`config.mk`:
```
export PLATFORM = sky130hd
export DESIGN_NAME = ntt_ctrl_gen
export DESIGN_NICKNAME = d
export VERILOG_FILES = /design/src/rtl/ntt_ctrl_gen.sv
export SDC_FILE = /design/constraint.sdc
export NUM_CORES = 1
export LEC_CHECK = 0
export CAP_MARGIN = 20
export CORE_ASPECT_RATIO = 1.5
export CORE_UTILIZATION = 33
export CTS_CLUSTER_SIZE = 16
export DETAILED_ROUTE_END_ITERATION = 8
export SYNTH_ARGS = -nofsm -noshare
export SYNTH_HDL_FRONTEND = slang
export SYNTH_SLANG_ARGS = --single-unit
```
`constraint.sdc`:
```
create_clock -name clk -period 5.2 [get_ports clk]
set_input_delay 1.04 -clock clk [delete_from_list [all_inputs] [get_ports clk]]
set_output_delay 1.04 -clock clk [all_outputs]
set_load 0.005 [all_outputs]
```
`src/rtl/ntt_ctrl_gen.sv`:
```
// ntt_ctrl_gen: address/twiddle/enable sequencer for a dual-butterfly NTT engine.
// Walks NTT (CT), INTT (GS) or pointwise passes, N/4 read cycles per pass,
// followed by a PIPE_LAT-cycle drain so every write lands before the next pass.
// Optional feature macro: NTT_CTRL_SCALE_EN appends a scale pass (op=11) to INTT.
module ntt_ctrl_gen #(
  parameter int LOG_N    = 8,
  parameter int PIPE_LAT = 4
) (
  input  logic                 clk,
  input  logic                 rst,
  input  logic                 start,
  input  logic [2:0]           mode,
  input  logic [3:0]           stage_max,
  output logic [1:0]           op,
  output logic [3:0]           stage,
  output logic [4*LOG_N-1:0]   raddr,
  output logic [4*LOG_N-1:0]   waddr,
  output logic [LOG_N-1:0]     tw0,
  output logic [LOG_N-1:0]     tw1,
  output logic                 ren,
  output logic                 wen,
  output logic                 special_add,
  output logic [2:0]           cur_state,
  output logic                 busy,
  output logic                 done
);

  localparam int CW = LOG_N - 2;

  typedef enum logic [2:0] {
    IDLE  = 3'b000,
    RUN   = 3'b001,
    DRAIN = 3'b010,
    DONE  = 3'b011
  } state_t;

  localparam logic [1:0] OP_CT = 2'b00;
  localparam logic [1:0] OP_GS = 2'b01;
  localparam logic [1:0] OP_PW = 2'b10;
  localparam logic [1:0] OP_SC = 2'b11;

  localparam logic [CW-1:0] C_LAST = {CW{1'b1}};
  localparam logic [3:0]    S_TOP  = 4'(LOG_N - 1);
  localparam logic [3:0]    D_LAST = 4'(PIPE_LAT - 1);

  // Insert a zero bit at position k of j: a = (j/len)*2*len + j%len with len = 1<<k.
  function automatic logic [LOG_N-1:0] ins_zero(input logic [LOG_N-1:0] j, input int k);
    logic [31:0] jj;
    logic [31:0] lo;
    logic [31:0] hi;
    jj = 32'(j);
    lo = jj & ((32'd1 << k) - 32'd1);
    hi = (jj >> k) << (k + 1);
    return LOG_N'(hi | lo);
  endfunction

  // Butterfly address pair {b, a} with b = a + (1<<k).
  function automatic logic [2*LOG_N-1:0] bfly(input logic [LOG_N-1:0] j, input int k);
    logic [LOG_N-1:0] a;
    a = ins_zero(j, k);
    return {LOG_N'(32'(a) | (32'd1 << k)), a};
  endfunction

  // Twiddle index (1<<base_sh) + (j>>j_sh).
  function automatic logic [LOG_N-1:0] twf(input logic [LOG_N-1:0] j, input int base_sh, input int j_sh);
    return LOG_N'((32'd1 << base_sh) + (32'(j) >> j_sh));
  endfunction

  state_t            state_r, state_n;
  logic [CW-1:0]     c_r, c_n;
  logic [3:0]        stage_r, stage_n;
  logic [1:0]        op_r, op_n;
  logic [3:0]        dcnt_r, dcnt_n;
  logic [3:0]        last_r, last_n;

  logic [4*LOG_N-1:0] raddr_s, raddr_r;
  logic [LOG_N-1:0]   tw0_s, tw1_s, tw0_r, tw1_r;
  logic [LOG_N-1:0]   j0_s, j1_s;
  int                 s_i;
  logic               ren_r, busy_r, done_r;

  logic               en_sh_r   [PIPE_LAT];
  logic [4*LOG_N-1:0] addr_sh_r [PIPE_LAT];

  // Next-state logic: pass sequencing, cycle counter wrap and drain timing.
  always_comb begin
    state_n = state_r;
    c_n     = c_r;
    stage_n = stage_r;
    op_n    = op_r;
    dcnt_n  = dcnt_r;
    last_n  = last_r;
    case (state_r)
      IDLE: begin
        if (start && (mode == 3'b001 || mode == 3'b010 || mode == 3'b011)) begin
          state_n = RUN;
          c_n     = '0;
          stage_n = 4'd0;
          dcnt_n  = 4'd0;
          if (mode == 3'b011) begin
            op_n   = OP_PW;
            last_n = 4'd0;
          end else begin
            op_n   = (mode == 3'b001) ? OP_CT : OP_GS;
            last_n = (stage_max > S_TOP) ? S_TOP : stage_max;
          end
        end else begin
          state_n = IDLE;
        end
      end
      RUN: begin
        if (c_r == C_LAST) begin
          state_n = DRAIN;
          c_n     = '0;
          dcnt_n  = 4'd0;
        end else begin
          c_n = c_r + CW'(1);
        end
      end
      DRAIN: begin
        if (dcnt_r == D_LAST) begin
          if ((op_r == OP_CT || op_r == OP_GS) && stage_r < last_r) begin
            state_n = RUN;
            stage_n = stage_r + 4'd1;
            c_n     = '0;
          end
`ifdef NTT_CTRL_SCALE_EN
          else if (op_r == OP_GS) begin
            state_n = RUN;
            op_n    = OP_SC;
            stage_n = 4'd0;
            c_n     = '0;
          end
`endif
          else begin
            state_n = DONE;
          end
        end else begin
          dcnt_n = dcnt_r + 4'd1;
        end
      end
      DONE: begin
        state_n = IDLE;
      end
      default: begin
        state_n = IDLE;
      end
    endcase
  end

  // Address and twiddle generation for the cycle about to be registered.
  always_comb begin
    raddr_s = '0;
    tw0_s   = '0;
    tw1_s   = '0;
    j0_s    = {1'b0, c_n, 1'b0};
    j1_s    = {1'b0, c_n, 1'b1};
    s_i     = int'(stage_n);
    if (state_n == RUN) begin
      case (op_n)
        OP_CT: begin
          raddr_s = {bfly(j1_s, LOG_N - 1 - s_i), bfly(j0_s, LOG_N - 1 - s_i)};
          tw0_s   = twf(j0_s, s_i, LOG_N - 1 - s_i);
          tw1_s   = twf(j1_s, s_i, LOG_N - 1 - s_i);
        end
        OP_GS: begin
          raddr_s = {bfly(j1_s, s_i), bfly(j0_s, s_i)};
          tw0_s   = twf(j0_s, LOG_N - 1 - s_i, s_i);
          tw1_s   = twf(j1_s, LOG_N - 1 - s_i, s_i);
        end
        OP_PW, OP_SC: begin
          raddr_s = {c_n, 2'b11, c_n, 2'b10, c_n, 2'b01, c_n, 2'b00};
        end
        default: begin
          raddr_s = '0;
        end
      endcase
    end else begin
      raddr_s = '0;
    end
  end

  // FSM state and pass bookkeeping registers.
  always_ff @(posedge clk) begin
    if (rst) begin
      state_r <= IDLE;
      c_r     <= '0;
      stage_r <= 4'd0;
      op_r    <= 2'b00;
      dcnt_r  <= 4'd0;
      last_r  <= 4'd0;
    end else begin
      state_r <= state_n;
      c_r     <= c_n;
      stage_r <= stage_n;
      op_r    <= op_n;
      dcnt_r  <= dcnt_n;
      last_r  <= last_n;
    end
  end

  // Registered read-side outputs derived from the next state.
  always_ff @(posedge clk) begin
    if (rst) begin
      raddr_r <= '0;
      tw0_r   <= '0;
      tw1_r   <= '0;
      ren_r   <= 1'b0;
      busy_r  <= 1'b0;
      done_r  <= 1'b0;
    end else begin
      raddr_r <= raddr_s;
      tw0_r   <= tw0_s;
      tw1_r   <= tw1_s;
      ren_r   <= (state_n == RUN);
      busy_r  <= (state_n != IDLE);
      done_r  <= (state_n == DONE);
    end
  end

  // Write-side delay line: wen/waddr trail ren/raddr by PIPE_LAT cycles.
  always_ff @(posedge clk) begin
    if (rst) begin
      for (int i = 0; i < PIPE_LAT; i++) begin
        en_sh_r[i]   <= 1'b0;
        addr_sh_r[i] <= '0;
      end
    end else begin
      en_sh_r[0]   <= ren_r;
      addr_sh_r[0] <= raddr_r;
      for (int i = 1; i < PIPE_LAT; i++) begin
        en_sh_r[i]   <= en_sh_r[i-1];
        addr_sh_r[i] <= addr_sh_r[i-1];
      end
    end
  end

`ifdef NTT_CTRL_SCALE_EN
  logic sa_r;

  // Scale-pass flag, high on every read cycle of the appended scale pass.
  always_ff @(posedge clk) begin
    if (rst) begin
      sa_r <= 1'b0;
    end else begin
      sa_r <= (state_n == RUN) && (op_n == OP_SC);
    end
  end

  assign special_add = sa_r;
`else
  assign special_add = 1'b0;
`endif

  assign op        = op_r;
  assign stage     = stage_r;
  assign raddr     = raddr_r;
  assign waddr     = addr_sh_r[PIPE_LAT-1];
  assign tw0       = tw0_r;
  assign tw1       = tw1_r;
  assign ren       = ren_r;
  assign wen       = en_sh_r[PIPE_LAT-1];
  assign cur_state = state_r;
  assign busy      = busy_r;
  assign done      = done_r;

endmodule

```
==> PnR_summary.wiki, run 1 <==
{| class="wikitable"
! Metric !! Value
|-
| Commonest cells post-synth || sky130_fd_sc_hd__dfxtp_1 (206), sky130_fd_sc_hd__nor2b_1 (136), sky130_fd_sc_hd__nor2_1 (99), sky130_fd_sc_hd__a21oi_1 (78), sky130_fd_sc_hd__nand2_1 (74)
|-
| Largest family of logic cells by synthesized area || simple AND/OR/NAND/NOR gates
|-
| Cell at the root of the clock tree || sky130_fd_sc_hd__clkbuf_16
|-
| Arrival time at the worst endpoint || 5290 ps
|-
| Total of flip-flops plus latches after synthesis || 206
|-
| Initial DRC Count || 484
|-
| Maximum buffer depth of the clock tree || 3
|-
| Vias in the first global route || 8,209
|-
| Sequential share of power || 0.501
|-
| Post-CTS Hold Fix Bufs || 0
|-
| Final Hold Viols || 0
|-
| CTS buffer count || 21
|-
| Final Worst Setup Slack || 364 ps
|-
| Post-CTS setup buffers || 0
|-
| Post-route fraction of the period consumed by the critical path || 0.930
|-
| Total die area || 29,800 um2
|-
| Placement Cell Area || 11,600 um2
|-
| Comb power frac || 0.029
|-
| Via count || 8,347
|-
| Count of unique library cells instantiated by Yosys || 89
|-
| Worst Clk Skew || 17.5 ps
|-
| DP HPWL || 23,700 um
|-
| Final Total Pwr || 3.17 mW
|-
| Synthesized-area fraction occupied by xor and xnor cells || 0.0281
|-
| Post-Layout Cell Count || 1,644
|-
| WL per Instance || 18.5 um
|-
| I/O pin total || 104
|-
| Compound-Gate Fraction of Synth Area || 0.197
|-
| Lkg Pwr || 4.80 nW
|-
| DP Cell Count || 1,607
|-
| Layout Utilization || 0.428
|-
| Flip-flop cell with the highest count after synthesis || sky130_fd_sc_hd__dfxtp_1
|-
| Die boundary height || 211 um
|-
| Number of sinks handled by clock tree synthesis || 206
|-
| Count of port buffers added during placement || 102
|-
| Area growth from synthesis to layout || 27.9%
|-
| Overflow left after global routing || 0
|-
| Number of setup violations in the final report || 0
|-
| Proportion of netlist area held by the largest area contributor || 0.429
|-
| Worst rel slew slack || 0.320
|-
| Later-pin clock latency in the skew report || 520 ps
|-
| Core Box Area || 28,700 um2
|-
| Nets || 1,289
|-
| Power density cells || 258 nW/um2
|-
| Slew at the pin closest to its max-slew limit || 1020 ps
|-
| DP Worst Slack || 37.1 ps
|-
| CP startpoint kind || register
|-
| Max Cap Viol || 0
|-
| Post-cts repair resize count || 0
|-
| Status || finished, final reports clean
|-
| Maximum number of pins on one net before global-route repair || 111
|-
| Floorplan die width || 141 um
|-
| Sort of element at the end of the critical path || register
|-
| Critical Path RT || 5650 ps
|-
| Clk slew on worst S/H paths || 60 ps
|-
| Sw Share || 0.219
|-
| Mean instance size in the synthesized netlist || 8.93 um2
|-
| EDFF count, synth || 0
|-
| Sw Pwr || 0.693 mW
|-
| Overall track demand over capacity in global routing || 0.207
|-
| First-pass GRT wire length || 47,100 um
|-
| Pre-antenna DRT Iters || 5
|-
| Vias per Instance || 5.08
|-
| Total count of max-transition violations in the final report || 0
|-
| Post-synthesis instance area || 9610 um2
|-
| Fraction of synthesis flops using an asynchronous set or reset pin || 0
|-
| Top post-synthesis cells by area || sky130_fd_sc_hd__dfxtp_1 (43%), sky130_fd_sc_hd__nor2b_1 (8.8%), sky130_fd_sc_hd__ha_1 (4.6%)
|-
| Routed Wire Length || 30,400 um
|-
| Maximum ir drop on the vdd rail || 0.184 mV
|-
| Proportion of synthesized chip area in sequential cells || 0.429
|-
| Int Power || 2.47 mW
|-
| H-tree depth || 1
|-
| Antenna Violating Nets Remaining || 0
|-
| Rows || 76
|-
| Clock tree from TritonCTS || built
|-
| RSZ-0062 raised after global routing || false
|-
| Antenna diode count || 0
|-
| Max Freq || 207 MHz
|-
| Synthesized netlist cell count || 1,077
|-
| Relative contribution of the clock network to total power || 0.471
|-
| Initial cell density of the core || 0.335
|-
| Kind of path behind the tightest hold check || register to register
|-
| Worst Setup Path Type || register to register
|-
| Cell taking the most area after synthesis || sky130_fd_sc_hd__dfxtp_1
|-
| Max FO, Critical Path || 6
|-
| Placer's final routability congestion estimate || 0.939
|-
| Layout Cell Area excl Fill || 12,300 um2
|-
| Crit path time final || 4840 ps
|-
| Number of warning messages in the yosys log || 0
|-
| Total negative slack || 0 ps
|-
| Initial antenna violation count || 0
|-
| Portion of netlist area occupied by mux cells || 0.0130
|-
| Count leader, synth || sky130_fd_sc_hd__dfxtp_1
|-
| Minimum hold slack || 428 ps
|-
| Adder and majority gate portion of the synthesized area || 0.0539
|-
| Share of cells above drive strength 1 || 0.146
|-
| Share of synthesized cell area in and, or, nand and nor gates || 0.232
|-
| DR DRC count || 0
|}
==> cells by family after synthesis <==
family | after synthesis
AOI/OAI and AO/OA | 268
xor gates and xnor gates | 30
adders and majority gates | 39
buffers and inverters | 100
DFF | 206
muxes | 11
other | 1
and+or+nand+nor | 422
==> power groups by stage <==
stage	registers [mW]	clock network, mW	logic (mW)
floorplan	1.62	0	0.0546
finish	1.59	1.49	0.0911
detailed placement	1.62	0	0.0910
CTS	1.59	1.54	0.0913
global route	1.58	1.60	0.0987
global placement	1.62	0	0.0912
==> state kept, by name (all words and copies together), names as in the netlist <==
signal / cells
done: 1
tw1: 8
c_r: 6
op: 2
dcnt_r: 4
raddr: 32
ren: 1
busy: 1
last_r: 4
en_sh_r: 4
cur_state: 3
tw0: 8
stage: 4
addr_sh_r: 128
==> critical path, cell delays in order, from the launching register on <==
cell,delay [ps]
sky130_fd_sc_hd__dfxtp_1,440
sky130_fd_sc_hd__ha_1,320
sky130_fd_sc_hd__a211oi_4,390
sky130_fd_sc_hd__o21ai_1,160
sky130_fd_sc_hd__or4_1,550
sky130_fd_sc_hd__nand3_2,160
sky130_fd_sc_hd__inv_2,80
sky130_fd_sc_hd__nor2_1,360
sky130_fd_sc_hd__nand3_1,220
sky130_fd_sc_hd__ha_1,370
sky130_fd_sc_hd__buf_4,200
sky130_fd_sc_hd__nor3_1,170
sky130_fd_sc_hd__o21ai_0,100
sky130_fd_sc_hd__a21boi_0,470
sky130_fd_sc_hd__a311oi_1,220
sky130_fd_sc_hd__o41ai_2,410
sky130_fd_sc_hd__o21bai_1,160
==> metal layers <==
layer / wire, um / global-route usage / vias up
met2: 15400 / 0.374 / 289
met1: 11300 / 0.220 / 3879
met5: 0 / 0 / -
met3: 1410 / 0.0268 / 107
met4: 2300 / 0.151 / 0
li1: - / - / 4072
==> final cells by class <==
| class | instances | area, um2 |
|---|---|---|
| clock buffer | 27 | 588 |
| clock inverter | 10 | 105 |
| fill | 2926 | 16400 |
| inverter | 33 | 125 |
| multi-input combinational | 772 | 5050 |
| sequential | 206 | 4120 |
| tap | 390 | 488 |
| timing repair buffer | 206 | 1810 |
==> worst paths after layout <==
check                                       from                to  slack, ps  cells after the start
worst max-delay path                    stage[3]         raddr[28]        360                     16
worst min-delay path            addr_sh_r[0][27]  addr_sh_r[1][27]        430                      1
worst max register to register          stage[3]         raddr[28]        360                     16
worst min register to register  addr_sh_r[0][27]  addr_sh_r[1][27]        430                      1
==> placed cells by master, fill, tap and decap left out, types with 13 or more instances in the layout <==
cell	Yosys	final
sky130_fd_sc_hd__dfxtp_1	206	206
sky130_fd_sc_hd__nor2b_1	136	136
sky130_fd_sc_hd__buf_4	4	104
sky130_fd_sc_hd__clkdlybuf4s50_1	0	101
sky130_fd_sc_hd__nor2_1	99	99
sky130_fd_sc_hd__a21oi_1	78	78
sky130_fd_sc_hd__nand2_1	74	74
sky130_fd_sc_hd__o21ai_0	38	37
sky130_fd_sc_hd__ha_1	35	35
sky130_fd_sc_hd__inv_1	28	28
sky130_fd_sc_hd__nand3_1	27	27
sky130_fd_sc_hd__nor3_1	21	21
sky130_fd_sc_hd__clkbuf_16	0	21
sky130_fd_sc_hd__a31oi_1	16	16
sky130_fd_sc_hd__xnor2_1	16	16
sky130_fd_sc_hd__a211oi_1	15	15
sky130_fd_sc_hd__xor2_1	13	13
Power figures use the tool's default switching activity.
==> run 2, diff against run 1 <==
--- a/config.mk
+++ b/config.mk
@@ -5,7 +5,6 @@
 export SDC_FILE = /design/constraint.sdc
 export NUM_CORES = 1
 export LEC_CHECK = 0
-export CAP_MARGIN = 20
 export CORE_ASPECT_RATIO = 1.5
 export CORE_UTILIZATION = 33
 export CTS_CLUSTER_SIZE = 16
==> results of run 2 <==
The final DEF is identical to that of run 1; final timing and power are the same.
==> run 3, diff against run 2 <==
--- a/config.mk
+++ b/config.mk
@@ -5,10 +5,10 @@
 export SDC_FILE = /design/constraint.sdc
 export NUM_CORES = 1
 export LEC_CHECK = 0
-export CORE_ASPECT_RATIO = 1.5
-export CORE_UTILIZATION = 33
+export CORE_UTILIZATION = 57
 export CTS_CLUSTER_SIZE = 16
 export DETAILED_ROUTE_END_ITERATION = 8
+export PLACE_DENSITY = 0.8
 export SYNTH_ARGS = -nofsm -noshare
 export SYNTH_HDL_FRONTEND = slang
 export SYNTH_SLANG_ARGS = --single-unit
==> constraint.sdc (replaced) <==
create_clock -name clk -period 5.2 [get_ports clk]
set_input_delay 1.56 -clock clk [delete_from_list [all_inputs] [get_ports clk]]
set_output_delay 1.56 -clock clk [all_outputs]
set_load 0.005 [all_outputs]
==> PnR_summary.wiki, run 3 (same netlist as run 1, synthesis figures left out) <==
{| class="wikitable"
! Metric !! Value
|-
| Core Box Area || 16,500 um2 (-42%)
|-
| Maximum number of pins on one net before global-route repair || 112 (+0.90%)
|-
| DR DRC count || 0 (unchanged)
|-
| Slew at the pin closest to its max-slew limit || 1020 ps (+3.92 ps)
|-
| Worst Clk Skew || 20.4 ps (+2.87 ps)
|-
| Kind of path behind the tightest hold check || register to register
|-
| Max Freq || 203 MHz (-1.9%)
|-
| Crit path time final || 4930 ps (+91.2 ps)
|-
| Area growth from synthesis to layout || 29.0%
|-
| Critical Path Max Stage Delay || 480 ps (-70 ps)
|-
| Post-route fraction of the period consumed by the critical path || 0.948 (+0.0175)
|-
| Worst rel slew slack || 0.317 (-0.00261)
|-
| Levels on crit path || 18 (+2)
|-
| CP startpoint kind || input port
|-
| Final Hold Viols || 0 (unchanged)
|-
| Minimum hold slack || 434 ps (+5.45 ps)
|-
| Via count || 8,600 (+3.0%)
|-
| Launching instance or port of the critical path || mode[0]
|-
| Critical Path RT || 5620 ps (-30 ps)
|-
| Power density cells || 253 nW/um2 (-1.8%)
|-
| Number of setup violations in the final report || 0 (unchanged)
|-
| Later-pin clock latency in the skew report || 500 ps (-20 ps)
|-
| First-pass GRT wire length || 44,900 um (-4.7%)
|-
| Clock tree from TritonCTS || built
|-
| Total count of max-transition violations in the final report || 0 (unchanged)
|-
| Sort of element at the end of the critical path || register
|-
| Worst Setup Path Type || input port to register
|-
| Layout Utilization || 0.751 (+0.323)
|-
| Largest register by flop count || addr_sh_r
|-
| Most common cell after layout, fill and taps aside || sky130_fd_sc_hd__dfxtp_1
|-
| Filler Cells Inserted || 1,204 (-59%)
|-
| Antenna diode count || 0 (unchanged)
|-
| Die boundary height || 132 um (-38%)
|-
| Initial cell density of the core || 0.582 (+0.247)
|-
| Critical-path cell with the highest stage delay || sky130_fd_sc_hd__clkdlybuf4s50_1
|-
| Post-CTS setup buffers || 0 (unchanged)
|-
| Vias per Instance || 5.67 (+12%)
|-
| CP Buf/Inv Count || 4 (+2)
|-
| CTS buffer count || 21 (unchanged)
|-
| Routed Wire Length || 28,500 um (-6.1%)
|-
| Top library cells by usage in the layout, fill and taps aside || sky130_fd_sc_hd__dfxtp_1 (206), sky130_fd_sc_hd__buf_4 (147), sky130_fd_sc_hd__nor2b_1 (135)
|-
| Vias in the first global route || 8,393 (+2.2%)
|-
| Maximum buffer depth of the clock tree || 3 (unchanged)
|-
| DP HPWL || 21,400 um (-9.7%)
|-
| FF-to-FF Start || cur_state[1]
|-
| Sequential Area || 4120 um2 (unchanged)
|-
| Multi-input combinational cell area || 5090 um2 (+0.77%)
|-
| WHS Path Cells || 1 (unchanged)
|-
| Post-cts repair resize count || 0 (unchanged)
|-
| Maximum ir drop on the vdd rail || 0.319 mV (+73%)
|-
| Pre-antenna DRT Iters || 6 (+1)
|-
| Clk slew on worst S/H paths || 60 ps (about the same)
|-
| Critical-path cell list || clkdlybuf4s50_1 > buf_4 > nor2_2 > o31ai_4 > mux2i_4 > inv_2 > ha_1 > nand3_1 > ha_1 > nor4_2 > nand4_1 > or3_4 > buf_4 > a311o_1 > nor3_1 > a211oi_1 > o41ai_2 > o21bai_1
|-
| WL per Instance || 18.8 um (+1.9%)
|-
| RSZ-0062 raised after global routing || false
|-
| Gate family responsible for the most delay along the worst path || compound AO/OA/AOI/OAI gates
|-
| Hold Crit Start || addr_sh_r[2][31]
|-
| Overall track demand over capacity in global routing || 0.327 (+0.120)
|-
| Total die area || 17,400 um2 (-42%)
|-
| I/O pin total || 104 (unchanged)
|-
| Rows || 47 (-38%)
|-
| Max FO, Critical Path || 5 (-1)
|-
| Share of cells above drive strength 1 || 0.179 (+0.0331)
|-
| Placer's final routability congestion estimate || 0.997 (+6.3%)
|-
| Lkg Pwr || 5.01 nW (+4.3%)
|-
| Initial DRC Count || 643 (+33%)
|-
| Floorplan die width || 132 um (-6.7%)
|-
| Nets || 1,331 (+3.3%)
|-
| Total negative slack || 0 ps (unchanged)
|-
| H-tree depth || 1 (unchanged)
|-
| Worst reg2reg setup slack || 770 ps (+410 ps)
|-
| Count of cells along the worst register-to-register path || 16 (unchanged)
|-
| Arrival time at the worst endpoint || 5350 ps (+60 ps)
|-
| Number of flip-flops in the largest register || 128 (unchanged)
|-
| Cell at the root of the clock tree || sky130_fd_sc_hd__clkbuf_16
|-
| Overflow left after global routing || 0 (unchanged)
|-
| Max Cap Viol || 0 (unchanged)
|-
| Initial antenna violation count || 0 (unchanged)
|-
| Antenna Violating Nets Remaining || 0 (unchanged)
|-
| Number of sinks handled by clock tree synthesis || 206 (unchanged)
|-
| Post-CTS Hold Fix Bufs || 0 (unchanged)
|-
| Status || finished, final reports clean
|-
| Count of port buffers added during placement || 102 (unchanged)
|}
-- run 3: worst reg2reg max path: stages (launching register included) --
cell	delay (ps)
sky130_fd_sc_hd__dfxtp_1	570
sky130_fd_sc_hd__nor3b_4	530
sky130_fd_sc_hd__o2111ai_4	250
sky130_fd_sc_hd__mux2_2	360
sky130_fd_sc_hd__clkinv_2	90
sky130_fd_sc_hd__ha_1	190
sky130_fd_sc_hd__nand3_1	80
sky130_fd_sc_hd__ha_1	190
sky130_fd_sc_hd__nor4_2	230
sky130_fd_sc_hd__nand4_1	170
sky130_fd_sc_hd__or3_4	370
sky130_fd_sc_hd__buf_4	150
sky130_fd_sc_hd__a311o_1	350
sky130_fd_sc_hd__nor3_1	180
sky130_fd_sc_hd__a211oi_1	90
sky130_fd_sc_hd__o41ai_2	410
sky130_fd_sc_hd__o21bai_1	160
-- run 3: path summary, 6_finish.rpt --
| path | end |
|---|---|
| min reg2reg | addr_sh_r[3][31] |
| min | addr_sh_r[3][31] |
| max | raddr[28] |
| max reg2reg | raddr[28] |
-- run 3: final cells by class --
type / count / share of cell area
Tap cell: 220 / 0.0222
Inverter: 33 / 0.0101
Sequential cell: 206 / 0.332
Timing Repair Buffer: 248 / 0.171
Clock buffer: 27 / 0.0466
Clock inverter: 10 / 0.00797
Multi-Input combinational cell: 772 / 0.410
-- run 3: power by group --
part | total (mW) | switching, mW | internal [mW] | leakage [nW]
clock | 1.46 | 0.615 | 0.846 | 0.328
combinational | 0.0936 | 0.0609 | 0.0327 | 3.02
sequential | 1.59 | 0.00399 | 1.58 | 1.66
-- run 3: stage by stage --
step	std cells	setup slack [ps]	total power, mW	area (um2)
after global placement	1479	-171	1.71	11700
after detailed placement	1479	-276	1.71	11700
after floorplan	1078	69.3	1.67	9620
after CTS	1516	206	3.15	12400
after global routing	1516	25.9	3.24	12400
final	1516	273	3.14	12400
-- run 3: layer usage --
metal,share of wire,up-vias,track usage
met4,0.037,0,0.135
met3,0.067,64,0.0584
li1,-,4180,-
met1,0.42,4042,0.414
met2,0.47,314,0.550
met5,0,-,0
